File: src/rtl/ask4_symbol_slicer.sv
// ask4_symbol_slicer
// Receive-side 4-ASK decision block. It sits after the matched filter and runs
// on the sample/symbol strobes. Once per symbol it captures one sample at a
// selectable phase and slices it against +/-ref_level and 0 to give a 2-bit
// symbol. ref_level tracks the mean magnitude of the captured samples over
// blocks of 2^AVG_LOG2 symbols.
//
// Ports
//   sys_clk     system clock, all state on rising edge
//   reset       asynchronous reset, active low
//   sam_clk_en  sample strobe (one cycle wide)
//   sym_clk_en  symbol strobe, only meaningful together with sam_clk_en
//   y_in        signed matched-filter sample
//   phase_sel   sample phase (0-3) used for the decision, applied per symbol
//   sym_out     decision: 00=-3, 01=-1, 10=+1, 11=+3
//   sym_valid   one-cycle pulse when sym_out updates
//   ref_level   magnitude threshold estimate (MSB always 0)
//   locked      set once the first estimation block has completed
module ask4_symbol_slicer #(
    parameter int WIDTH    = 18,
    parameter int AVG_LOG2 = 10,
    parameter int REF_INIT = 65536
) (
    input  logic                    sys_clk,
    input  logic                    reset,
    input  logic                    sam_clk_en,
    input  logic                    sym_clk_en,
    input  logic signed [WIDTH-1:0] y_in,
    input  logic [1:0]              phase_sel,
    output logic [1:0]              sym_out,
    output logic                    sym_valid,
    output logic [WIDTH-1:0]        ref_level,
    output logic                    locked
);

    localparam int ACC_W = WIDTH + AVG_LOG2;

    logic [1:0]              ph_q;
    logic [1:0]              ph_now;
    logic [1:0]              ph_sel_q;
    logic signed [WIDTH-1:0] samp_q;
    logic                    cap_q;
    logic [WIDTH-1:0]        mag;
    logic [ACC_W-1:0]        acc;
    logic [ACC_W-1:0]        acc_sum;
    logic [AVG_LOG2-1:0]     cnt;
    logic signed [WIDTH:0]   y_ext;
    logic signed [WIDTH:0]   r_pos;
    logic signed [WIDTH:0]   r_neg;
    logic [1:0]              slice;

    // Phase index of the sample present this cycle (only used on sam_clk_en).
    always_comb begin
        ph_now = sym_clk_en ? 2'd0 : ph_q + 2'd1;
    end

    // Magnitude; the most negative code has no positive twin, so clamp it.
    always_comb begin
        mag = samp_q;
        if (samp_q == {1'b1, {(WIDTH-1){1'b0}}})
            mag = {1'b0, {(WIDTH-1){1'b1}}};
        else if (samp_q[WIDTH-1])
            mag = WIDTH'(-samp_q);
    end

    // Include the current magnitude so the wrap cycle sees the full block.
    always_comb begin
        acc_sum = acc + ACC_W'(mag);
    end

    // One extra bit keeps -ref_level representable against the sample.
    always_comb begin
        y_ext = {samp_q[WIDTH-1], samp_q};
        r_pos = {1'b0, ref_level};
        r_neg = -r_pos;
        if (y_ext < r_neg)
            slice = 2'b00;
        else if (y_ext[WIDTH])
            slice = 2'b01;
        else if (y_ext < r_pos)
            slice = 2'b10;
        else
            slice = 2'b11;
    end

    // Phase tracking and capture.
    always_ff @(posedge sys_clk or negedge reset) begin
        if (!reset) begin
            ph_q     <= 2'd0;
            ph_sel_q <= 2'd0;
            samp_q   <= '0;
            cap_q    <= 1'b0;
        end else begin
            cap_q <= 1'b0;
            if (sam_clk_en) begin
                ph_q <= ph_now;
                // Compare against the selection held for this symbol; the new
                // phase_sel only applies from the next symbol.
                if (ph_now == ph_sel_q) begin
                    samp_q <= y_in;
                    cap_q  <= 1'b1;
                end
                if (sym_clk_en)
                    ph_sel_q <= phase_sel;
            end
        end
    end

    // Decision and reference estimation.
    always_ff @(posedge sys_clk or negedge reset) begin
        if (!reset) begin
            sym_out   <= 2'b00;
            sym_valid <= 1'b0;
            ref_level <= WIDTH'(REF_INIT);
            locked    <= 1'b0;
            acc       <= '0;
            cnt       <= '0;
        end else begin
            sym_valid <= cap_q;
            if (cap_q) begin
                sym_out <= slice;
                cnt     <= cnt + AVG_LOG2'(1);
                if (cnt == {AVG_LOG2{1'b1}}) begin
                    ref_level <= acc_sum[ACC_W-1:AVG_LOG2];
                    acc       <= '0;
                    locked    <= 1'b1;
                end else begin
                    acc <= acc_sum;
                end
            end
        end
    end

endmodule

File: config.mk
export PLATFORM = sky130hd
export DESIGN_NAME = ask4_symbol_slicer
export DESIGN_NICKNAME = d
export VERILOG_FILES = /design/src/rtl/ask4_symbol_slicer.sv
export SDC_FILE = /design/constraint.sdc
export NUM_CORES = 1
export LEC_CHECK = 0
export CAP_MARGIN = 10
export CORE_MARGIN = 3
export CORE_UTILIZATION = 40
export DETAILED_ROUTE_END_ITERATION = 6
export PLACE_DENSITY = 0.62
export SKIP_LAST_GASP = 1
export SYNTH_ARGS = -nofsm -noshare
export SYNTH_HDL_FRONTEND = slang
export SYNTH_SLANG_ARGS = --single-unit
File: constraint.sdc
create_clock -name sys_clk -period 4.1 [get_ports sys_clk]
set_input_delay 0.82 -clock sys_clk [delete_from_list [all_inputs] [get_ports sys_clk]]
set_output_delay 0.82 -clock sys_clk [all_outputs]
set_load 0.02 [all_outputs]
# ---- After elaboration in Yosys (flattened, before gate mapping)
# Index checks and enable logic that the tools add are counted.
dict set report classes {
  n_addsub 5
  multipliers 0
  div 0
  magnitude_cmp 2
  eq_ne 3
  shifts 0
  mux 9
  bitwise 0
  n_reduce_logical 3
}
# op count
set op_table {}
lappend op_table {{$lt A18 B19 Y1} 2}
lappend op_table {{$mux W18} 2}
lappend op_table {{$add A28 B18 Y28} 1}
lappend op_table {{$mux W28} 1}
lappend op_table {{$neg A18 Y19} 1}
lappend op_table {{$eq A18 B18 Y1 const B} 1}
lappend op_table {{$neg A18 Y18} 1}
lappend op_table {{$add A10 B1 Y10 const B} 1}
lappend op_table {{$eq A10 B10 Y1 const B} 1}
lappend op_table {{$mux W2} 3}
lappend op_table {{$reduce_and A2 Y1} 3}
lappend op_table {{$mux W1} 3}
lappend op_table {{$add A2 B1 Y2 const B} 1}
lappend op_table {{$eq A2 B2 Y1} 1}
dict set report totals {
  reg_bits 83
  latchBits 0
  mem_bits_rw 0
  mem_bits_ro 0
  word_cells 32
  n_memories 0
}

# ---- Logic depth before layout (Yosys ltp)
# Gate-level depths: netlist of run 1.
dict set report depth {
  word_depth 5
  depth_mapped 17
  mapped_depth_nobuf 15
}

# ---- Worst setup path after synthesis of run 1
# OpenSTA, ideal clock, no wires.
dict set report synth_timing {
  kind {register to register}
  from {reg samp_q[6]}
  to {reg acc[19]}
  arrival_time_ns 3.864
  required_time_ns 3.974
  path_slack_ns 0.110
  stages_incl_launch_ff 16
  path_buffers 1
  cell_sequence {dfrtp_1 -> or4_4 -> nor4_4 -> or3b_2 -> o21ai_0 -> xor2_1 -> nand2_1 -> ha_1 -> buf_2 -> a21o_1 -> a311o_1 -> a221oi_2 -> o311a_2 -> nand3b_2 -> nor3_1 -> a311o_1}
}
dict set report synth_via {
  elab_chain_cells 5
  word_cells_on_any_way 6
  cone_classes {add/sub (2); eq/ne (1); mux (3)}
}
# element line
set synth_rtl {}
lappend synth_rtl {{start: declaration} 41} ;# logic signed [WIDTH-1:0] samp_q;
lappend synth_rtl {{start signal: assignment} 100} ;# samp_q <= y_in;
lappend synth_rtl {{$neg A18 Y18} 63} ;# mag = WIDTH'(-samp_q);
lappend synth_rtl {{$mux W18} 62} ;# else if (samp_q[WIDTH-1])
lappend synth_rtl {{$mux W18 *} 60} ;# if (samp_q == {1'b1, {(WIDTH-1){1'b0}}})
lappend synth_rtl {{$add A28 B18 Y28 *} 68} ;# acc_sum = acc + ACC_W'(mag);
lappend synth_rtl {{$mux W28 *} 123} ;# if (cnt == {AVG_LOG2{1'b1}}) begin
lappend synth_rtl {{end signal: assignment} 128} ;# acc <= acc_sum;
lappend synth_rtl {{end: declaration} 44} ;# logic [ACC_W-1:0] acc;
# Mark *: on every way between the ends. The rest lies on a longest branch, timed or not.
# A chain may end at the register's enable or synchronous reset.

# ---- Worst setup path after layout of run 1
dict set report layout_timing {
  from {reg samp_q[5]}
  to {reg acc[23]}
}
# Same word-level chain as after synthesis.

==> results of run 1 <==
-- cell usage after synthesis (2+ instances only) --
master / number / area [um^2]
inv_1: 49 / 184
nand2b_1: 5 / 31.3
o21ai_0: 40 / 200
a211oi_1: 5 / 37.5
a21o_1: 12 / 90.1
o41ai_1: 4 / 35.0
nor4_1: 6 / 37.5
nor2_1: 35 / 131
buf_2: 3 / 15.0
a21oi_1: 28 / 140
xor2_1: 25 / 219
nand4_1: 9 / 56.3
or3_1: 4 / 25.0
clkbuf_1: 16 / 60.1
o31ai_1: 7 / 52.6
a31oi_1: 4 / 25.0
ha_1: 56 / 701
a221oi_2: 2 / 30.0
nand2_1: 68 / 255
or2_2: 5 / 31.3
a31o_2: 3 / 26.3
nor3_1: 16 / 80.1
o21ai_1: 3 / 15.0
a2111oi_0: 3 / 26.3
a311o_1: 2 / 20.0
nor2b_1: 6 / 37.5
o21a_1: 6 / 45.0
o211ai_1: 11 / 82.6
a22o_1: 4 / 35.0
a221oi_1: 3 / 26.3
and3_1: 6 / 37.5
mux2_2: 24 / 270
o22ai_1: 13 / 81.3
nor3b_1: 2 / 15.0
nor3_2: 2 / 20.0
a21boi_0: 2 / 15.0
dfrtp_1: 82 / 2050
nand3_1: 22 / 110
xnor2_1: 33 / 289
-- how the worst max path moves through the flow --
| stage | start | to | slack, ps |
|---|---|---|---|
| after floorplan | samp_q[6]$_DFFE_PN0P_ | acc[19]$_DFFE_PN0P_ | 110 |
| after global placement | samp_q[6]$_DFFE_PN0P_ | acc[19]$_DFFE_PN0P_ | 60 |
| after detailed placement | samp_q[6]$_DFFE_PN0P_ | acc[19]$_DFFE_PN0P_ | -80 |
| after CTS | samp_q[6]$_DFFE_PN0P_ | acc[23]$_DFFE_PN0P_ | -10 |
| after global routing | samp_q[4]$_DFFE_PN0P_ | acc[23]$_DFFE_PN0P_ | -130 |
| final | samp_q[5]$_DFFE_PN0P_ | acc[23]$_DFFE_PN0P_ | 70 |
-- metal layers --
layer	up-vias	routed length (um)	global-route usage, %
met1	2535	7430	27.0
met3	17	552	3.55
met2	90	7600	31.2
li1	2485	-	-
met5	-	0	0
met4	0	271	6.80
-- layout by cell type, fill, tap and decap left out, drive strengths merged, types with 11 or more instances in the layout --
cell	Yosys	routed
nand3	22	22
inv	49	49
clkdlybuf4s50	0	44
xnor2	33	33
nand2	68	68
buf	4	37
o22ai	13	13
o211ai	11	11
nor2	35	35
dfrtp	82	82
a21oi	28	28
ha	56	56
nor3	18	18
xor2	25	25
mux2	24	24
a21o	12	12
o21ai	44	44
-- repair_timing --
item | 4_1_cts | 5_1_grt
resized for setup | 3 | 35
hold endpoints to repair | 0 | 0
buffers inserted | 1 | 5
pin swaps | 2 | 20
setup endpoints to repair | 2 | 25
-- flip-flops by register name (all words and copies together), names as in the netlist, 2 cells and up --
signal and count:
sym_out 2, ph_q 2, cnt 10, acc 28, ph_sel_q 2, ref_level 18, samp_q 18
-- layout make-up --
| type | instances | area [um^2] |
|---|---|---|
| Sequential cell | 83 | 2080 |
| Inverter | 49 | 184 |
| Clock inverter | 7 | 140 |
| Timing Repair Buffer | 81 | 731 |
| Fill cell | 1270 | 6820 |
| Tap cell | 180 | 225 |
| Clock buffer | 9 | 225 |
| Multi-Input combinational cell | 499 | 3740 |
-- through the flow --
step	util (%)	total power [W]
final	51.8	0.00617
after global routing	51.8	0.00665
after CTS	50.4	0.00581
after detailed placement	47.6	0.00468
after global placement	47.6	0.00461
after floorplan	-	0.00368
-- logic make-up (layout without fill, tap and decap cells) --
logic type / Yosys count / count (layout) / synth area share (%)
flip-flops: 83 / 83 / 35.1
AO/OA/AOI/OAI: 162 / 162 / 18.2
XOR/XNOR: 58 / 58 / 8.59
buffers and inverters: 69 / 146 / 4.44
multiplexers: 25 / 25 / 4.74
AND/OR/NAND/NOR: 197 / 197 / 16.7
adder cells (fa/ha/maj): 57 / 57 / 12.2
-- worst max-delay path, cell delays in order, from the launching register on --
cell	delay, ps
dfrtp_1	390
or4_4	550
nor4_4	250
or3b_4	470
o31ai_4	190
xor2_1	180
nand2_1	130
ha_4	300
nand2_2	70
or3_4	380
o311a_4	330
buf_12	140
nor3_4	240
o21ai_1	90
a22o_1	200
-- power by group through the flow --
| stage | registers (W) | clock network, W | logic (W) |
|---|---|---|---|
| after floorplan | 0.00127 | 0 | 0.00241 |
| after global placement | 0.00125 | 0 | 0.00336 |
| after detailed placement | 0.00125 | 0 | 0.00343 |
| after CTS | 0.00124 | 0.00102 | 0.00355 |
| after global routing | 0.00129 | 0.00106 | 0.00430 |
| final | 0.00126 | 0.00101 | 0.00390 |
==> results.json, run 1 <==
{
  "finalSetupTns_ps": 0,
  "grt-ovfl-total": 0,
  "std_cell_rows": 43,
  "dieWidth_um": 128,
  "grt_pass1_vias": 5068,
  "rr_startpoint": "samp_q[5]$_DFFE_PN0P_",
  "synth-seq-cells": 83,
  "critPathLaunchType": "register",
  "clk_transition_reported_paths_ps": 60,
  "synthesis.area_mm2": 0.00592,
  "p_switching_w": 0.00267,
  "avgSynthCellArea_um2": 9.09,
  "first_pass_iters": 5,
  "cts_hold_buf": 0,
  "finalHoldViolCount": 0,
  "core-area_mm2": 0.0141,
  "layout.cells.non_filler": 908,
  "cts_buffers": 9,
  "viasPerCell": 5.65,
  "clockBufferDepth": 2,
  "htree_levels": 3,
  "setup_slack_ps": 65.2,
  "antennaDiodeCount": 0,
  "p_int_w": 0.00350,
  "yosysUniqueCellTypes": 64,
  "cp.required_ps": 4340,
  "fp.dieH_um": 128,
  "finalClockSkew_ps": 4.64,
  "fin_crit_sh_pct": 98.4,
  "cts_tree": "done",
  "dp.final_hpwl_um": 11700,
  "switching_share_pct": 43.3,
  "worstSetupEndpointType": "register",
  "initial_core_util_pct": 41.8,
  "r2r_setup_slack_ps": 70,
  "final_area_mm2": 0.00733,
  "die-area_mm2": 0.0163,
  "clk_latency_ps": 350,
  "yosys_warnings": 0,
  "synth-seq-area-share_pct": 35.1,
  "dp.cells": 886,
  "power_density_mw_per_mm2": 842,
  "rsz0062_at_grt": "true",
  "num_vias": 5127,
  "antenna_found_initial": 0,
  "track_usage_pct": 19.6,
  "wire_per_inst_um": 17.5,
  "clock_sinks": 83,
  "hp-class": "in -> async",
  "grt_pass1_wl_um": 25600,
  "setup_viol": 0,
  "slew_headroom_pct": 55.0,
  "seq_power_share_pct": 20.4,
  "drt_iter0_drc": 378,
  "syn_inst": 651,
  "slew_violations": 0,
  "ios": 46,
  "post-place-ws_ps": -82.5,
  "port-buffer-count": 45,
  "grt_max_degree": 47,
  "syn-num-nets": 732,
  "synth_ff_type": "dfrtp_1",
  "clockRootBuffer": "clkbuf_16",
  "p_comb_share_pct": 63.3,
  "gp_congestion": 0.958,
  "regToRegEndpoint": "acc[23]$_DFFE_PN0P_",
  "tightest_slew_ps": 674,
  "worstPathMaxFanout": 5,
  "synth_edf_count": 0,
  "nets": 804,
  "setup.worst_path.class": "reg -> reg",
  "clkPwrFrac_pct": 16.3,
  "cp.arrival_ps": 4270,
  "period_needed_ps": 4030,
  "drive_gt1_share_pct": 16.5,
  "areaGrowthSynthToFinish_pct": 23.8,
  "reg2regPathDepth": 14,
  "peakVddDrop_mv": 0.430,
  "antenna_left": 0,
  "dpl_cell_area_mm2": 0.00674,
  "hold_ws_ps": 290,
  "async_flop_share_pct": 100,
  "status": "finished clean",
  "drv_cap": 0,
  "fmax_ghz": 0.248,
  "wirelength_um": 15900,
  "drcViolationCount": 0,
  "leakage_nw": 3.17
}
Note: power is estimated with default switching activity, not from simulation.
==> run 2, diff against run 1 <==
==> constraint.sdc (replaced) <==
create_clock -name sys_clk -period 4.1 [get_ports sys_clk]
set_input_delay 0.615 -clock sys_clk [delete_from_list [all_inputs] [get_ports sys_clk]]
set_output_delay 0.615 -clock sys_clk [all_outputs]
set_load 0.02 [all_outputs]
==> results.json, run 2 (synthesis results as in run 1) <==
{
  "dp.final_hpwl_um": 11700,
  "cts_hold_buf": 0,
  "finalHoldViolCount": 0,
  "status": "finished clean",
  "cts_tree": "done",
  "cp_cell_sequence": "or4_4, nor4_4, or3b_4, o31ai_4, xor2_1, nand2_1, ha_4, a21o_1, a311o_1, a221oi_2, o311a_4, nand3b_4, nor3_1, a311o_1",
  "worstPathMaxFanout": 5,
  "hold_ws_ps": 375,
  "worstSetupEndpointType": "register",
  "areaGrowthSynthToFinish_pct": 23.1,
  "setup_viol": 0,
  "cpMostUsedCell": "a311o_1",
  "fp.dieH_um": 128,
  "num_vias": 5072,
  "leakage_nw": 3.16,
  "fin_crit_sh_pct": 99.8,
  "antenna_found_initial": 0,
  "clock_sinks": 83,
  "clockRootBuffer": "clkbuf_16",
  "slew_headroom_pct": 43.5,
  "clk_transition_reported_paths_ps": 70,
  "port-buffer-count": 45,
  "post-place-ws_ps": -51.4,
  "viasPerCell": 5.59,
  "htree_levels": 3,
  "cts_buffers": 9,
  "core-area_mm2": 0.0141,
  "slowest_delay_ps": 570,
  "gp_congestion": 0.955,
  "die-area_mm2": 0.0163,
  "cp.required_ps": 4330,
  "cp.arrival_ps": 4320,
  "clockBufferDepth": 2,
  "drv_cap": 0,
  "regMostFlops": "acc",
  "ios": 46,
  "first_pass_iters": 5,
  "drive_gt1_share_pct": 15.9,
  "drt_iter0_drc": 338,
  "wirelength_um": 15700,
  "slew_violations": 0,
  "drcViolationCount": 0,
  "period_needed_ps": 4090,
  "peakVddDrop_mv": 0.345,
  "initial_core_util_pct": 41.8,
  "rsz0062_at_grt": "true",
  "reg.largest.list": "acc (28), ref_level (18), samp_q (18)",
  "layout_commonest_cell": "dfrtp_1",
  "wire_per_inst_um": 17.3,
  "critPathLaunchType": "register",
  "fmax_ghz": 0.244,
  "grt_pass1_wl_um": 25900,
  "largest_reg_flops": 28,
  "slowest_stage": "or4_4",
  "power_density_mw_per_mm2": 820,
  "setup.worst_path.class": "reg -> reg",
  "grt_max_degree": 64,
  "std_cell_rows": 43,
  "grt_pass1_vias": 5133,
  "tightest_slew_ps": 847,
  "finalClockSkew_ps": 7.99,
  "nets": 804,
  "dieWidth_um": 128,
  "track_usage_pct": 19.9,
  "hp-class": "in -> async",
  "setup_slack_ps": 8.23,
  "grt-ovfl-total": 0,
  "antennaDiodeCount": 0,
  "antenna_left": 0,
  "mostFrequentLayoutCells": "82 x dfrtp_1, 67 x nand2_1, 53 x ha_1, 49 x inv_1, 44 x clkdlybuf4s50_1",
  "clk_latency_ps": 350,
  "fill_cells": 1277
}
==> run 2: power breakdown <==
part	leakage, nW	switching, W	internal (W)
clock network	0.153	0.000347	0.000535
logic	1.95	0.00209	0.00175
registers	1.07	0.000209	0.00104
==> run 2: repair_timing <==
action                     in CTS  in global routing
pin swaps                       2                 20
setup buffers                   3                  7
gates resized for setup         5                 31
setup endpoints to repair       4                 28
==> run 2: layer usage <==
layer / global-route usage, % / wire, um / up-vias
met5: 0 / 0 / -
met4: 7.37 / 329 / 0
met3: 3.09 / 557 / 22
met2: 31.8 / 7360 / 95
met1: 27.2 / 7450 / 2464
li1: - / - / 2491
==> run 2: final cells by class <==
class,instances,area (um^2),area share (%)
Clock buffer,10,229,3.14
Timing Repair Buffer,81,722,9.92
Clock inverter,6,90.1,1.24
Inverter,49,184,2.53
Sequential cell,83,2080,28.5
Tap cell,180,225,3.09
Multi-Input combinational cell,499,3750,51.5
==> run 2: final timing paths <==
path	start	endpoint	slack, ps	cells after the start
worst min register to register	locked$_DFFE_PN0P_	locked$_DFFE_PN0P_	480	1
min in group sys_clk	locked$_DFFE_PN0P_	locked$_DFFE_PN0P_	480	1
worst max-delay path	samp_q[4]$_DFFE_PN0P_	acc[19]$_DFFE_PN0P_	8	14
worst min-delay path	reset	acc[12]$_DFFE_PN0P_	370	1
max in group asynchronous	reset	samp_q[6]$_DFFE_PN0P_	2930	2
worst max register to register	samp_q[4]$_DFFE_PN0P_	acc[19]$_DFFE_PN0P_	8	14
==> run 2: stage by stage <==
| step | TNS, ps | util, % | cells | area (um^2) | power, W |
|---|---|---|---|---|---|
| floorplan | 0 | - | 651 | 5920 | 0.00368 |
| global placement | 0 | 47.5 | 885 | 6730 | 0.00461 |
| detailed placement | -59.4 | 47.5 | 885 | 6730 | 0.00469 |
| CTS | 0 | 50.1 | 904 | 7100 | 0.00571 |
| global route | -1410 | 51.5 | 908 | 7280 | 0.00647 |
| finish | 0 | 51.5 | 908 | 7280 | 0.00597 |
==> run 2: worst max-delay path, delay by kind of cell, from the launching register on <==
family                   cells  cell delay, ps
flip-flops                   1             380
AO/OA/AOI/OAI                6            1610
XOR/XNOR                     1             190
AND/OR/NAND/NOR              6            1600
adder cells (fa/ha/maj)      1             170
==> run 3, diff against run 2 <==
- PLACE_DENSITY: 0.62 -> 0.6
- clock period: 4.1 -> 4.6 ns (I/O delays scaled with it)
==> results.json, run 3 (synthesis results as in run 1) <==
{
  "tightest_slew_ps": 1080,
  "final-seq-area_mm2": 0.00208,
  "final_area_mm2": 0.00689,
  "clockBufferDepth": 2,
  "r2r_setup_slack_ps": 290,
  "clockRootBuffer": "clkbuf_16",
  "drcViolationCount": 0,
  "worstPathMaxFanout": 8,
  "hp-class": "in -> async",
  "std_cell_rows": 43,
  "finalClockSkew_ps": 8.82,
  "clk_transition_reported_paths_ps": 60,
  "period_needed_ps": 4310,
  "drv_cap": 0,
  "grt-ovfl-total": 0,
  "slowest_stage": "or4_4",
  "critPathCapture": "acc[19]$_DFFE_PN0P_",
  "regToRegEndpoint": "acc[19]$_DFFE_PN0P_",
  "cpMostUsedCell": "a311o_1",
  "cp-startpoint": "samp_q[3]$_DFFE_PN0P_",
  "worstSetupEndpointType": "register",
  "dpl_cell_area_mm2": 0.00658,
  "rsz0062_at_grt": "false",
  "fmax_ghz": 0.232,
  "slew_violations": 0,
  "slowest_delay_ps": 550,
  "antenna_found_initial": 0,
  "largest_reg_flops": 28,
  "track_usage_pct": 19.6,
  "die-area_mm2": 0.0163,
  "power_density_mw_per_mm2": 692,
  "nets": 775,
  "setup_viol": 0,
  "antenna_left": 0,
  "reg.largest.list": "acc (28), ref_level (18), samp_q (18)",
  "critPathLaunchType": "register",
  "peakVddDrop_mv": 0.272,
  "finalSetupTns_ps": 0,
  "num_vias": 4927,
  "grt_pass1_vias": 4959,
  "clock_sinks": 83,
  "status": "finished clean",
  "htree_levels": 3,
  "fp.dieH_um": 128,
  "cp_cell_sequence": "or4_4, nor4_4, or3b_2, o21ai_0, xor2_1, nand2_1, ha_1, a21o_1, a311o_1, a221oi_2, o311a_2, nand3b_2, nor3_1, a311o_1",
  "drt_iter0_drc": 326,
  "first_pass_iters": 5,
  "ios": 46,
  "clk_latency_ps": 350,
  "slew_headroom_pct": 27.8,
  "fill_cells": 1302,
  "drive_gt1_share_pct": 9.73,
  "fin_crit_sh_pct": 93.6,
  "core-area_mm2": 0.0141,
  "antennaDiodeCount": 0,
  "dieWidth_um": 128,
  "initial_core_util_pct": 41.8,
  "dp.final_hpwl_um": 11200,
  "areaGrowthSynthToFinish_pct": 16.4,
  "setup.worst_path.class": "reg -> reg",
  "gp_congestion": 0.886,
  "cp.required_ps": 4830,
  "cts_tree": "done",
  "finalHoldViolCount": 0,
  "reg2regPathDepth": 14,
  "layout_commonest_cell": "dfrtp_1",
  "grt_max_degree": 49,
  "wire_per_inst_um": 17.3,
  "regMostFlops": "acc",
  "multi_input_area_mm2": 0.00358,
  "cts_buffers": 9,
  "leakage_nw": 2.95,
  "cp.arrival_ps": 4540,
  "viasPerCell": 5.61,
  "mostFrequentLayoutCells": "82 x dfrtp_1, 67 x nand2_1, 56 x ha_1, 49 x inv_1, 44 x clkdlybuf4s50_1",
  "port-buffer-count": 45,
  "grt_pass1_wl_um": 25300,
  "wirelength_um": 15200,
  "rr_startpoint": "samp_q[3]$_DFFE_PN0P_"
}
==> run 3: changes by cell type in the layout (fill, tap and decap cells not counted), sizes merged <==
| cell | delta |
|---|---|
| clkbuf | +2 |
| buf | -29 |
| clkinvlp | -1 |
| inv | +1 |
| clkinv | -2 |
==> run 3: worst max-delay path, delay by kind of cell (launching register included) <==
family / cells / cell delay (ps)
AO/OA/AOI/OAI: 6 / 1620
AND/OR/NAND/NOR: 6 / 1540
flip-flops: 1 / 470
adder cells (fa/ha/maj): 1 / 380
XOR/XNOR: 1 / 180
==> run 3: layout make-up <==
cell class,instances,area share (%)
multi-input combinational,499,51.9
sequential,83,30.2
timing repair buffer,52,7.45
clock buffer,12,3.43
tap,180,3.27
inverter,49,2.67
clock inverter,4,1.07
==> run 3: per-layer routing <==
layer,vias up,share of wire [%],GRT usage [%]
li1,2434,-,-
met3,27,4.0,3.55
met2,107,46,31.2
met5,-,0,0
met4,0,2.6,7.74
met1,2359,48,26.6
==> run 3: worst min path at each step <==
stage / endpoint / slack (ps) / cells after the start
floorplan: sym_valid$_DFF_PN0_ / 350 / 0
global placement: cnt[8]$_DFFE_PN0P_ / 460 / 1
detailed placement: locked$_DFFE_PN0P_ / 460 / 1
CTS: locked$_DFFE_PN0P_ / 400 / 1
global route: locked$_DFFE_PN0P_ / 420 / 1
finish: acc[5]$_DFFE_PN0P_ / 370 / 1
==> run 3: where the power goes <==
part	total (W)	internal [W]	switching, W
combinational	0.00280	0.00122	0.00158
clock	0.000774	0.000477	0.000297
sequential	0.00119	0.000928	0.000259
==> run 3: repair_timing <==
| item | 4_1_cts | 5_1_grt |
|---|---|---|
| hold buffers | 0 | 0 |
| hold endpoints to repair | 0 | 0 |
| setup buffers | 0 | 0 |
| resized for setup | 0 | 1 |
| setup endpoints to repair | 0 | 5 |
==> run 3: per-stage QoR <==
| stage | utilization (%) | std cells | hold slack (ps) | power (W) | worst slack, ps |
|---|---|---|---|---|---|
| after floorplan | - | 651 | 352 | 0.00328 | 610 |
| after global placement | 46.5 | 863 | 460 | 0.00395 | 389 |
| after detailed placement | 46.5 | 863 | 458 | 0.00396 | 309 |
| after CTS | 48.7 | 879 | 403 | 0.00478 | 303 |
| after global routing | 48.7 | 879 | 418 | 0.00524 | 50.9 |
| final | 48.7 | 879 | 369 | 0.00477 | 295 |
